--- config.mk ---
export PLATFORM = sky130hd
export DESIGN_NAME = regfile_wb_unit
export DESIGN_NICKNAME = d
export VERILOG_FILES = /design/src/rtl/npc_pkg.sv /design/src/rtl/wb_rr_arb2.sv /design/src/rtl/regfile_wb_unit.sv
export SDC_FILE = /design/constraint.sdc
export NUM_CORES = 1
export LEC_CHECK = 0
export ABC_CLOCK_PERIOD_IN_PS = 3000
export CORE_UTILIZATION = 40
export DETAILED_ROUTE_END_ITERATION = 7
export HOLD_SLACK_MARGIN = 0.02
export PLACE_DENSITY = 0.69
export SLEW_MARGIN = 15
export SYNTH_ARGS = -nofsm -noshare
export SYNTH_HDL_FRONTEND = slang
export SYNTH_SLANG_ARGS = --single-unit
--- constraint.sdc ---
create_clock -name clk -period 3 [get_ports clk]
set_input_delay 0.75 -clock clk [delete_from_list [all_inputs] [get_ports clk]]
set_output_delay 0.75 -clock clk [all_outputs]
set_load 0.05 [all_outputs]
--- src/rtl/npc_pkg.sv ---
// Shared NPC pipeline constants: write-back source ids and architectural sizes.
// Latency: n/a (constants only).
// Backpressure: n/a.
package npc_pkg;

    // Write-back source identifiers; also used as bit positions in arbiter vectors.
    localparam logic WB_SRC_EXU = 1'b0;
    localparam logic WB_SRC_LSU = 1'b1;

    // Architectural register file geometry.
    localparam int REG_AW = 5;
    localparam int XLEN   = 32;

endpackage

--- src/rtl/wb_rr_arb2.sv ---
// Two-input round-robin arbiter for write-back sources (bit 0 = EXU, bit 1 = LSU).
// Latency: grant is combinational from valid; only the fairness pointer is registered.
// Backpressure: at most one grant per cycle; no grant while rst is high.
module wb_rr_arb2
    import npc_pkg::*;
(
    input  logic       clk,
    input  logic       rst,
    input  logic [1:0] valid,
    output logic [1:0] grant,
    output logic       rr_last
);

    // Pick the lone requester, or on conflict the source that did not win last time.
    always_comb begin
        grant = 2'b00;
        if (!rst) begin
            case (valid)
                2'b01:   grant[WB_SRC_EXU] = 1'b1;
                2'b10:   grant[WB_SRC_LSU] = 1'b1;
                2'b11: begin
                    if (rr_last == WB_SRC_LSU) grant[WB_SRC_EXU] = 1'b1;
                    else                       grant[WB_SRC_LSU] = 1'b1;
                end
                default: grant = 2'b00;
            endcase
        end
    end

    // Remember the most recent winner; reset to LSU so EXU wins the first conflict.
    always_ff @(posedge clk) begin
        if (rst)
            rr_last <= WB_SRC_LSU;
        else if (|grant)
            rr_last <= grant[WB_SRC_LSU] ? WB_SRC_LSU : WB_SRC_EXU;
    end

endmodule

--- src/rtl/regfile_wb_unit.sv ---
// Write-back initiator: arbitrates EXU/LSU results onto the regfile write port, tracks busy regs.
// Latency: accept -> registered write one cycle later; busy clears on the write edge.
// Backpressure: ungranted source sees ready=0; issue stalls only on WAW to a busy non-zero rd.
module regfile_wb_unit
    import npc_pkg::*;
#(
    parameter int WIDTH = XLEN,
    parameter int AW    = REG_AW
) (
    input  logic             clk,
    input  logic             rst,
    input  logic             issue_valid,
    input  logic             issue_wen,
    input  logic [AW-1:0]    issue_rd,
    output logic             issue_ready,
    input  logic [AW-1:0]    rs1_addr,
    input  logic [AW-1:0]    rs2_addr,
    output logic             rs1_busy,
    output logic             rs2_busy,
    input  logic             exu_valid,
    output logic             exu_ready,
    input  logic [AW-1:0]    exu_rd,
    input  logic [WIDTH-1:0] exu_data,
    input  logic             lsu_valid,
    output logic             lsu_ready,
    input  logic [AW-1:0]    lsu_rd,
    input  logic [WIDTH-1:0] lsu_data,
    output logic             we,
    output logic [AW-1:0]    rd_addr,
    output logic [WIDTH-1:0] rd_data
);

    localparam int NREG = 1 << AW;

    logic [NREG-1:0]  busy;
    logic [NREG-1:0]  busy_nxt;
    logic [1:0]       grant;
    logic             rr_last;
    logic             g_any;
    logic [AW-1:0]    g_rd;
    logic [WIDTH-1:0] g_data;
    logic             g_write;
    logic             issue_set;

    wb_rr_arb2 u_arb (
        .clk     (clk),
        .rst     (rst),
        .valid   ({lsu_valid, exu_valid}),
        .grant   (grant),
        .rr_last (rr_last)
    );

    // Route the granted source to the write stage; x0 results are accepted but never written.
    always_comb begin
        exu_ready = grant[WB_SRC_EXU];
        lsu_ready = grant[WB_SRC_LSU];
        g_any     = |grant;
        g_rd      = grant[WB_SRC_LSU] ? lsu_rd   : exu_rd;
        g_data    = grant[WB_SRC_LSU] ? lsu_data : exu_data;
        g_write   = g_any & (|g_rd);
    end

    // Hazard queries; register 0 is never reported busy and never stalls an issue.
    always_comb begin
        issue_ready = !(issue_wen && (|issue_rd) && busy[issue_rd]);
        issue_set   = issue_valid & issue_ready & issue_wen & (|issue_rd);
        rs1_busy    = (|rs1_addr) & busy[rs1_addr];
        rs2_busy    = (|rs2_addr) & busy[rs2_addr];
    end

    // Scoreboard update: clear on the performed write, then apply the issue set so set wins.
    always_comb begin
        busy_nxt = busy;
        if (we)
            busy_nxt[rd_addr] = 1'b0;
        if (issue_set)
            busy_nxt[issue_rd] = 1'b1;
    end

    // Busy vector register.
    always_ff @(posedge clk) begin
        if (rst) busy <= '0;
        else     busy <= busy_nxt;
    end

    // Registered write port; address/data only move on a real write.
    always_ff @(posedge clk) begin
        if (rst) begin
            we      <= 1'b0;
            rd_addr <= '0;
            rd_data <= '0;
        end else begin
            we <= g_write;
            if (g_write) begin
                rd_addr <= g_rd;
                rd_data <= g_data;
            end
        end
    end

endmodule

# After elaboration in Yosys (flattened, before gate mapping)
# Index checks and enable logic that the tools add are counted.
# word_totals
reg_bits,71
output_inout_bits,43
# classes
order_cmp,6
n_eq_ne,3
mux,20
n_bitwise,9
reduce_logical,10
# op_table
op,count
32-bit 2-to-1 mux,3
32-bit AND,1
32-bit inverter,1
32-bit bitwise OR,1
5-bit by 6-bit less-than comparator with 1-bit output (second input constant),4
5-bit OR reduction,4
1-bit binary-select mux with 5-bit select,3
1-bit demux with 5-bit select,2
5-bit by 1-bit >= comparator with 1-bit output (second input constant),2
1-bit 2-to-1 mux,8
1-bit AND,6
5-bit 2-to-1 mux,1
2-bit == test (second input constant),2
1-bit logical AND,4
1-bit one-hot mux with 2 select lines,2
2-bit by 1-bit == test with 1-bit output (second input constant),1
2-bit 2-to-1 mux,1
2-bit OR reduction,1
1-bit logical NOT,1

# Logic depth before layout (Yosys ltp)
# Gate-level depths: netlist of the first run.
# logic_depth
depth_word,9
ltp_mapped,7
mapped_depth_nobuf,4

# Modules after synthesis
# A second synthesis of the first run with hierarchy kept.
# hier_totals
hier_cells,456
hier_area_um2,4272.8
# by_module_without_submodules
module,instances,cells_per_inst,area_per_inst_um2,seq_area_each_um2
regfile_wb_unit,1,449,4215.3,1401.3
wb_rr_arb2,1,7,57.6,20.0

# Worst setup path after synthesis of the first run
# No wires, ideal clock.
# synth_path
path_type,input to output
from,input port issue_rd[0]
to,output port issue_ready
arrival_time_ns,2.375
slack_ns,-0.125
stages,7
path_cell_list,buf_6 > buf_8 > mux4_2 > a22oi_2 > nand3_2 > buf_6 > o21ai_2
# synth_between
elab_chain_cells,4
elab_cells_between_ends,6
# synth_lines
element,line,rtl
from (decl),regfile_wb_unit.sv:14,"input logic [AW-1:0] issue_rd,"
1-bit binary-select mux with 5-bit select or 5-bit OR reduction (tied branches),regfile_wb_unit.sv:65,issue_ready = !(issue_wen && (|issue_rd) && busy[issue_rd]);
1-bit 2-to-1 mux (not written as such) or 1-bit logical AND (tied branches),regfile_wb_unit.sv:65,
1-bit logical AND *,regfile_wb_unit.sv:65,
1-bit logical NOT *,regfile_wb_unit.sv:65,
to (decl),regfile_wb_unit.sv:15,"output logic issue_ready,"
# Mark *: on every way between the ends. The rest lies on a longest branch, timed or not. The select of a mux whose other input is x is not followed.

# Worst setup path after layout of the first run
# layout_path
from,input port rs1_addr[0]
to,output port rs1_busy
# layout_between
elab_chain_cells,3
elab_cells_between_ends,4
# layout_lines
element,line,rtl
from (decl),regfile_wb_unit.sv:16,"input logic [AW-1:0] rs1_addr,"
1-bit binary-select mux with 5-bit select,regfile_wb_unit.sv:67,rs1_busy = (|rs1_addr) & busy[rs1_addr];
1-bit 2-to-1 mux (not written as such),regfile_wb_unit.sv:67,
1-bit AND *,regfile_wb_unit.sv:67,
to (decl),regfile_wb_unit.sv:18,"output logic rs1_busy,"
# Marked as above.

==> run_results.csv, run 1 <==
group,metric,value,unit
run_status,status,"finished, final reports clean",
critical_path,cp_slowest_cell,"mux4_2",
grt,grtUsageTotal,24.59,%
route,firstDrtPassIters,5,
route,detail-route-antenna-nets,0,
pwr,powerDensity,421.3,mW/mm2
clocking,numCtsBuffers,9,
die,core,0.01196,mm2
finish,fin_cells,776,
timing,final_max_slew_viol_count,0,
critical_path,startpoint_type,"primary input",
synth,synth_seq_cells,71,
critical_path,cp-endpoint,"rs1_busy",
route,vias,4677,
finish,final_area,0.006969,mm2
synth,synth_ff_type,"dfxtp_1",
clocking,cts.path.max_buffers,2,
die,initial_utilization,40.95,%
route,wl_per_cell,19.75,um
pwr,ir_drop,0.0003661,V
clocking,cts.sinks,71,
placed_design,placed_cell_area,0.006565,mm2
critical_path,crit_path_cell_trace,"buf_2 > bufbuf_16 > mux4_2 > a221oi_2 > a32oi_2 > buf_6",
grt,gr-total-overflow,0,
synth,ys_warn_count,0,
synth,syn_inst,476,
finish,fillers,1021,
timing,finalWorstPathRequiredPeriod,2.958,ns
critical_path,rr_worst_depth,7,
finish,final-seq-area,0.001421,mm2
critical_path,crit_arrival,2.21,ns
critical_path,cp_max_fo,5,
timing,final-setup-viol-count,0,
critical_path,worstSetupPathType,"primary input to output pin",
clocking,clk_latency,0.33,ns
die,ios,138,
route,post_drt_via_cell_ratio,6.027,
timing,worst_pin_slew,0.5869,ns
pwr,p_leak,2.635,nW
timing,relSlewSlack,60.87,%
clocking,ctsRootBufferMaster,"clkbuf_16",
placed_design,preCtsSetupSlack,-0.4003,ns
worst_hold_path,hp-class,"register to register",
clocking,cts_tree,"built",
placed_design,dp_cells,756,
finish,fin_nets,720,
finish,final_layout_size_suffix_gt1_share,31.32,%
placed_design,hpwl,11250,um
grt,grt_max_degree,37,
synth,synth_edf_count,0,
flow_run,drv_cap,0,
synth,synth_area,0.004898,mm2
synth,yosysSeqAreaShare,29.02,%
finish,antenna_cells,0,
die,die-width,112.7,um
timing,timing.final.crit_share,98.59,%
critical_path,slowest_delay,0.51,ns
critical_path,r2r-start,"busy[17]",
critical_path,end_kind,"output pin",
timing,grt_setup_unrepaired,"false",
finish,multi_input_area,0.003223,mm2
timing,hold_viol_final,0,
placed_design,portBuffers,137,
critical_path,reg2reg_to,"busy[1]",
placed_design,gp_congestion,0.9566,
synth,post_synth_num_cell_types,53,
timing,finalClockSkew,0.007299,ns
die,die_area,0.01269,mm2
synth,synthArstFlopShare,0,%
grt,antenna_found_initial,0,
route,drt_iter0_drc,346,
pwr,total_power,2.936,mW
grt,grt_pass1_wl,24440,um
clocking,clk_pin_slew,0.06,ns
synth,syn-num-nets,571,
die,die_h,112.7,um
route,wl,15330,um
finish,area_growth,42.27,%
critical_path,critical_path_required,2.25,ns
critical_path,startpoint,"rs1_addr[0]",
die,rows,40,
route,drc,0,
timing,setup_ws,0.04243,ns
grt,grt_pass1_vias,4711,
synth,avgSynthCellArea,10.29,um2
timing,timing.fmax,338.1,MHz
critical_path,r2r_slack,1.02,ns
clocking,htreeDepth,3,
-- cell type report --
class                   instances  share of cell area, %
well taps                     147                  2.639
clock buffers                  12                  3.393
repair buffers                182                  26.01
multi-input cells             355                  46.25
inverters                       6                 0.3232
flip-flops and latches         71                  20.39
clock inverters                 3                 0.9874
-- how the worst min path moves through the flow --
stage | from | endpoint | slack, ns | cells past startpoint
floorplan | busy[0] | busy[0] | 0.42 | 2
global placement | busy[0] | busy[0] | 0.46 | 2
detailed placement | busy[0] | busy[0] | 0.45 | 2
CTS | busy[0] | busy[0] | 0.46 | 2
global route | busy[0] | busy[0] | 0.49 | 2
finish | busy[0] | busy[0] | 0.47 | 2
-- sequential cells by signal, summed over array words and instances (netlist names) --
signal         cells
busy              32
rd_addr            5
rd_data           32
u_arb.rr_last      1
we                 1
-- through the flow --
stage          hold WS, ns  setup TNS (ns)  utilization (%)
2_1_floorplan       0.4240               0                -
3_3_place_gp        0.4563          -1.028            54.88
3_5_place_dp        0.4537          -1.110            54.88
4_1_cts             0.4639               0            58.16
5_1_grt             0.4943               0            58.26
6_report            0.4682               0            58.26
-- metal layers --
metal	vias up	wire (um)	GRT usage (%)
met4	0	482	12.09
li1	2160	-	-
met2	239	7466	41.11
met5	-	0	0
met3	43	1449	6.102
met1	2235	5928	29.47
-- worst max-delay path: cells and delay by family --
| family | cells | cell delay [ns] |
|---|---|---|
| buffers and inverters | 3 | 0.57 |
| multiplexers | 1 | 0.51 |
| AO/OA/AOI/OAI | 2 | 0.39 |
-- synthesized netlist by cell type (all sizes together) (2+ instances only) --
library cell | count | area share [%]
mux2i | 38 | 7.8
nor3b | 10 | 1.5
and3b | 5 | 0.89
a211oi | 36 | 8.7
a22oi | 3 | 0.77
nor2b | 19 | 2.4
o211ai | 2 | 0.31
clkbuf | 18 | 1.4
nor2 | 8 | 0.61
a31oi | 35 | 8.5
a32oi | 2 | 0.36
a21oi | 8 | 0.82
nand4 | 24 | 3.2
o22ai | 2 | 0.26
mux4 | 19 | 9.0
nand2 | 30 | 2.4
buf | 26 | 4.4
nand2b | 6 | 0.77
dfxtp | 71 | 29
mux2 | 7 | 1.6
a21boi | 3 | 0.54
nor3 | 5 | 0.61
nand3b | 20 | 3.1
nand3 | 3 | 0.41
o31ai | 2 | 0.31
inv | 6 | 0.46
and3 | 5 | 0.64
o21ai | 51 | 6.7
a221oi | 2 | 0.36
o221a | 2 | 0.46
-- logic make-up after synthesis --
kind of cell,Yosys count,share of synthesized area (%)
muxes,64,18.34
buffers and inverters,50,6.258
AOI/OAI and AO/OA,150,28.86
and+or+nand+nor,141,17.52
DFF,71,29.02
-- power breakdown --
group	internal (mW)	leakage, nW	switching (mW)
clock network	0.726	0.147	0.387
logic	0.362	1.91	0.422
registers	0.990	0.582	0.0485
-- repair_timing --
| action | in CTS | in global routing |
|---|---|---|
| cloned | 3 | 0 |
| hold buffers | 0 | 0 |
| setup buffers | 1 | 1 |
| endpoints found under the setup margin | 3 | 3 |
| endpoints found under the hold margin | 0 | 0 |
| resized for setup | 29 | 7 |
| pin swaps | 7 | 5 |
-- cells in the final DEF (no fill, tap or decap), types with 6 or more instances in the layout --
master           synthesis  routed
a211oi_1                 6       6
a211oi_2                29      29
a21oi_1                  8       8
a31oi_2                 29      29
buf_12                   1       6
buf_4                    0      36
clkbuf_16                0       9
clkdlybuf4s50_1          0     121
dfxtp_1                 71      71
inv_1                    6       6
mux2_2                   7       7
mux2i_1                 38      38
mux4_2                  16      19
nand2_1                 28      28
nand2b_1                 6       6
nand3b_1                20      20
nand4_1                 23      23
nor2_1                   8       6
nor2b_1                 19      19
nor3b_1                 10       9
o21ai_0                 31      30
o21ai_2                 20      19
No activity file was read; power rests on OpenSTA's default activity.
==> run 2: changes to the inputs <==
--- a/config.mk
+++ b/config.mk
@@ -5,7 +5,7 @@
 export SDC_FILE = /design/constraint.sdc
 export NUM_CORES = 1
 export LEC_CHECK = 0
-export ABC_CLOCK_PERIOD_IN_PS = 3000
+export ABC_CLOCK_PERIOD_IN_PS = 3300
 export CORE_UTILIZATION = 40
 export DETAILED_ROUTE_END_ITERATION = 7
 export HOLD_SLACK_MARGIN = 0.02
==> constraint.sdc (replaced) <==
create_clock -name clk -period 3.3 [get_ports clk]
set_input_delay 0.825 -clock clk [delete_from_list [all_inputs] [get_ports clk]]
set_output_delay 0.825 -clock clk [all_outputs]
set_load 0.05 [all_outputs]
==> run 2 against run 1 <==
Effect of this change:
- hold slack improved by 0.014 ns
- combinational power is 11% lower
- count of clock-buffer cells in the layout unchanged
- utilization shrank 1.3 points
==> run_results.csv, run 2 (synthesized netlist as in run 1, its figures left out) <==
group,metric,value,unit
placed_design,hpwl,11130,um
die,die-width,112.7,um
route,wl_met2,7275,um
timing,whs,0.4818,ns
clocking,clk_latency,0.34,ns
timing,worst_pin_slew,0.6357,ns
clocking,cts.sinks,71,
timing,final_max_slew_viol_count,0,
grt,grt_max_degree,37,
route,wl_per_cell,19.96,um
pwr,p_leak,2.545,nW
timing,timing.final.crit_share,98.35,%
route,wl_met3,1508,um
grt,grtUsageTotal,24.47,%
critical_path,r2r_slack,1.53,ns
grt,grt_pass1_wl,23950,um
timing,timing.fmax,308.1,MHz
die,die_h,112.7,um
grt,grt_pass1_vias,4573,
clocking,cts.path.max_buffers,2,
critical_path,cp-endpoint,"issue_ready",
finish,reg_top3,"busy: 32 flops, rd_data: 32 flops, rd_addr: 5 flops",
route,drc,0,
route,wl,15270,um
clocking,clk_pin_slew,0.05,ns
pwr,ir_drop,0.0003994,V
pwr,total_power,2.486,mW
finish,fin_cells,765,
route,vias,4570,
clocking,numCtsBuffers,9,
finish,antenna_cells,0,
clocking,htreeDepth,3,
timing,finalWorstPathRequiredPeriod,3.246,ns
die,rows,40,
route,drt_iter0_drc,285,
finish,final_common_cell,"clkdlybuf4s50_1",
pwr,powerDensity,365.1,mW/mm2
grt,antenna_found_initial,0,
die,core,0.01196,mm2
placed_design,portBuffers,137,
critical_path,r2r-start,"busy[4]",
timing,hold_viol_final,0,
worst_hold_path,hp-class,"register to register",
die,die_area,0.01269,mm2
timing,finalClockSkew,0.007988,ns
critical_path,cp_max_fo,2,
critical_path,startpoint,"issue_rd[4]",
flow_run,drv_cap,0,
route,wl_met1,5947,um
grt,gr-total-overflow,0,
route,post_drt_via_cell_ratio,5.974,
critical_path,reg2reg_to,"busy[23]",
run_status,status,"finished, final reports clean",
finish,final_layout_size_suffix_gt1_share,29.13,%
clocking,hold_buffers,0,
route,highest_layer,"met4",
placed_design,gp_congestion,0.9287,
finish,fin_nets,710,
timing,final-setup-viol-count,0,
finish,layout_common_cells,"126 x clkdlybuf4s50_1, 71 x dfxtp_1, 38 x mux2i_1",
critical_path,critical_path_required,2.47,ns
die,ios,138,
critical_path,worstSetupPathType,"primary input to output pin",
clocking,ctsRootBufferMaster,"clkbuf_16",
critical_path,end_kind,"output pin",
placed_design,dp_cells,749,
die,initial_utilization,40.95,%
timing,relSlewSlack,57.48,%
route,firstDrtPassIters,4,
critical_path,crit_arrival,2.42,ns
route,detail-route-antenna-nets,0,
critical_path,rr_worst_depth,5,
clocking,cts_tree,"built",
critical_path,startpoint_type,"primary input",
finish,area_growth,39.03,%
==> run 2: worst min path at each step <==
stage / to / cells after the start / from
after floorplan: busy[0] / 2 / busy[0]
after global placement: busy[0] / 2 / busy[0]
after detailed placement: busy[0] / 2 / busy[0]
after CTS: busy[0] / 2 / busy[0]
after global routing: busy[0] / 2 / busy[0]
final: busy[0] / 2 / busy[0]
==> run 2: repair_timing <==
action / in CTS / in global routing
setup endpoints to repair: 3 / 3
pin swaps: 4 / 3
setup buffers: 0 / 0
cloned: 1 / 1
resized for setup: 9 / 9
==> run 2: layout make-up <==
type | instances | area [um2]
inverters | 6 | 22.52
well taps | 147 | 183.9
clock buffers | 12 | 236.5
multi-input cells | 355 | 3188
repair buffers | 172 | 1748
clock inverters | 2 | 10.01
fillers | 1043 | 5151
flip-flops and latches | 71 | 1421
==> run 2: power breakdown <==
part           internal [mW]  switching [mW]
logic                  0.322           0.379
registers              0.901          0.0450
clock network          0.498           0.342
total                   1.72           0.766
==> run 2: metal layers <==
layer,global-route usage [%],vias up
met5,0,-
met4,13.78,0
met3,6.102,47
met2,41.36,237
met1,28.26,2157
li1,-,2129
==> run 2: per-stage QoR <==
step	setup slack [ns]	TNS (ns)	cell area [um2]	utilization, %
6_report	0.05430	0	6810	56.94
5_1_grt	-0.01593	-0.01874	6810	56.94
4_1_cts	0.0002522	0	6774	56.63
3_5_place_dp	-0.2072	-0.5278	6502	54.36
3_3_place_gp	-0.1875	-0.4608	6502	54.36
2_1_floorplan	0.02490	0	4898	-
==> run 2: worst max-delay path, stage by stage <==
cell	delay, ns
clkdlybuf4s50_1	0.52
mux4_2	0.53
nor2_2	0.12
nor4_1	0.08
o21ai_2	0.19
buf_12	0.16
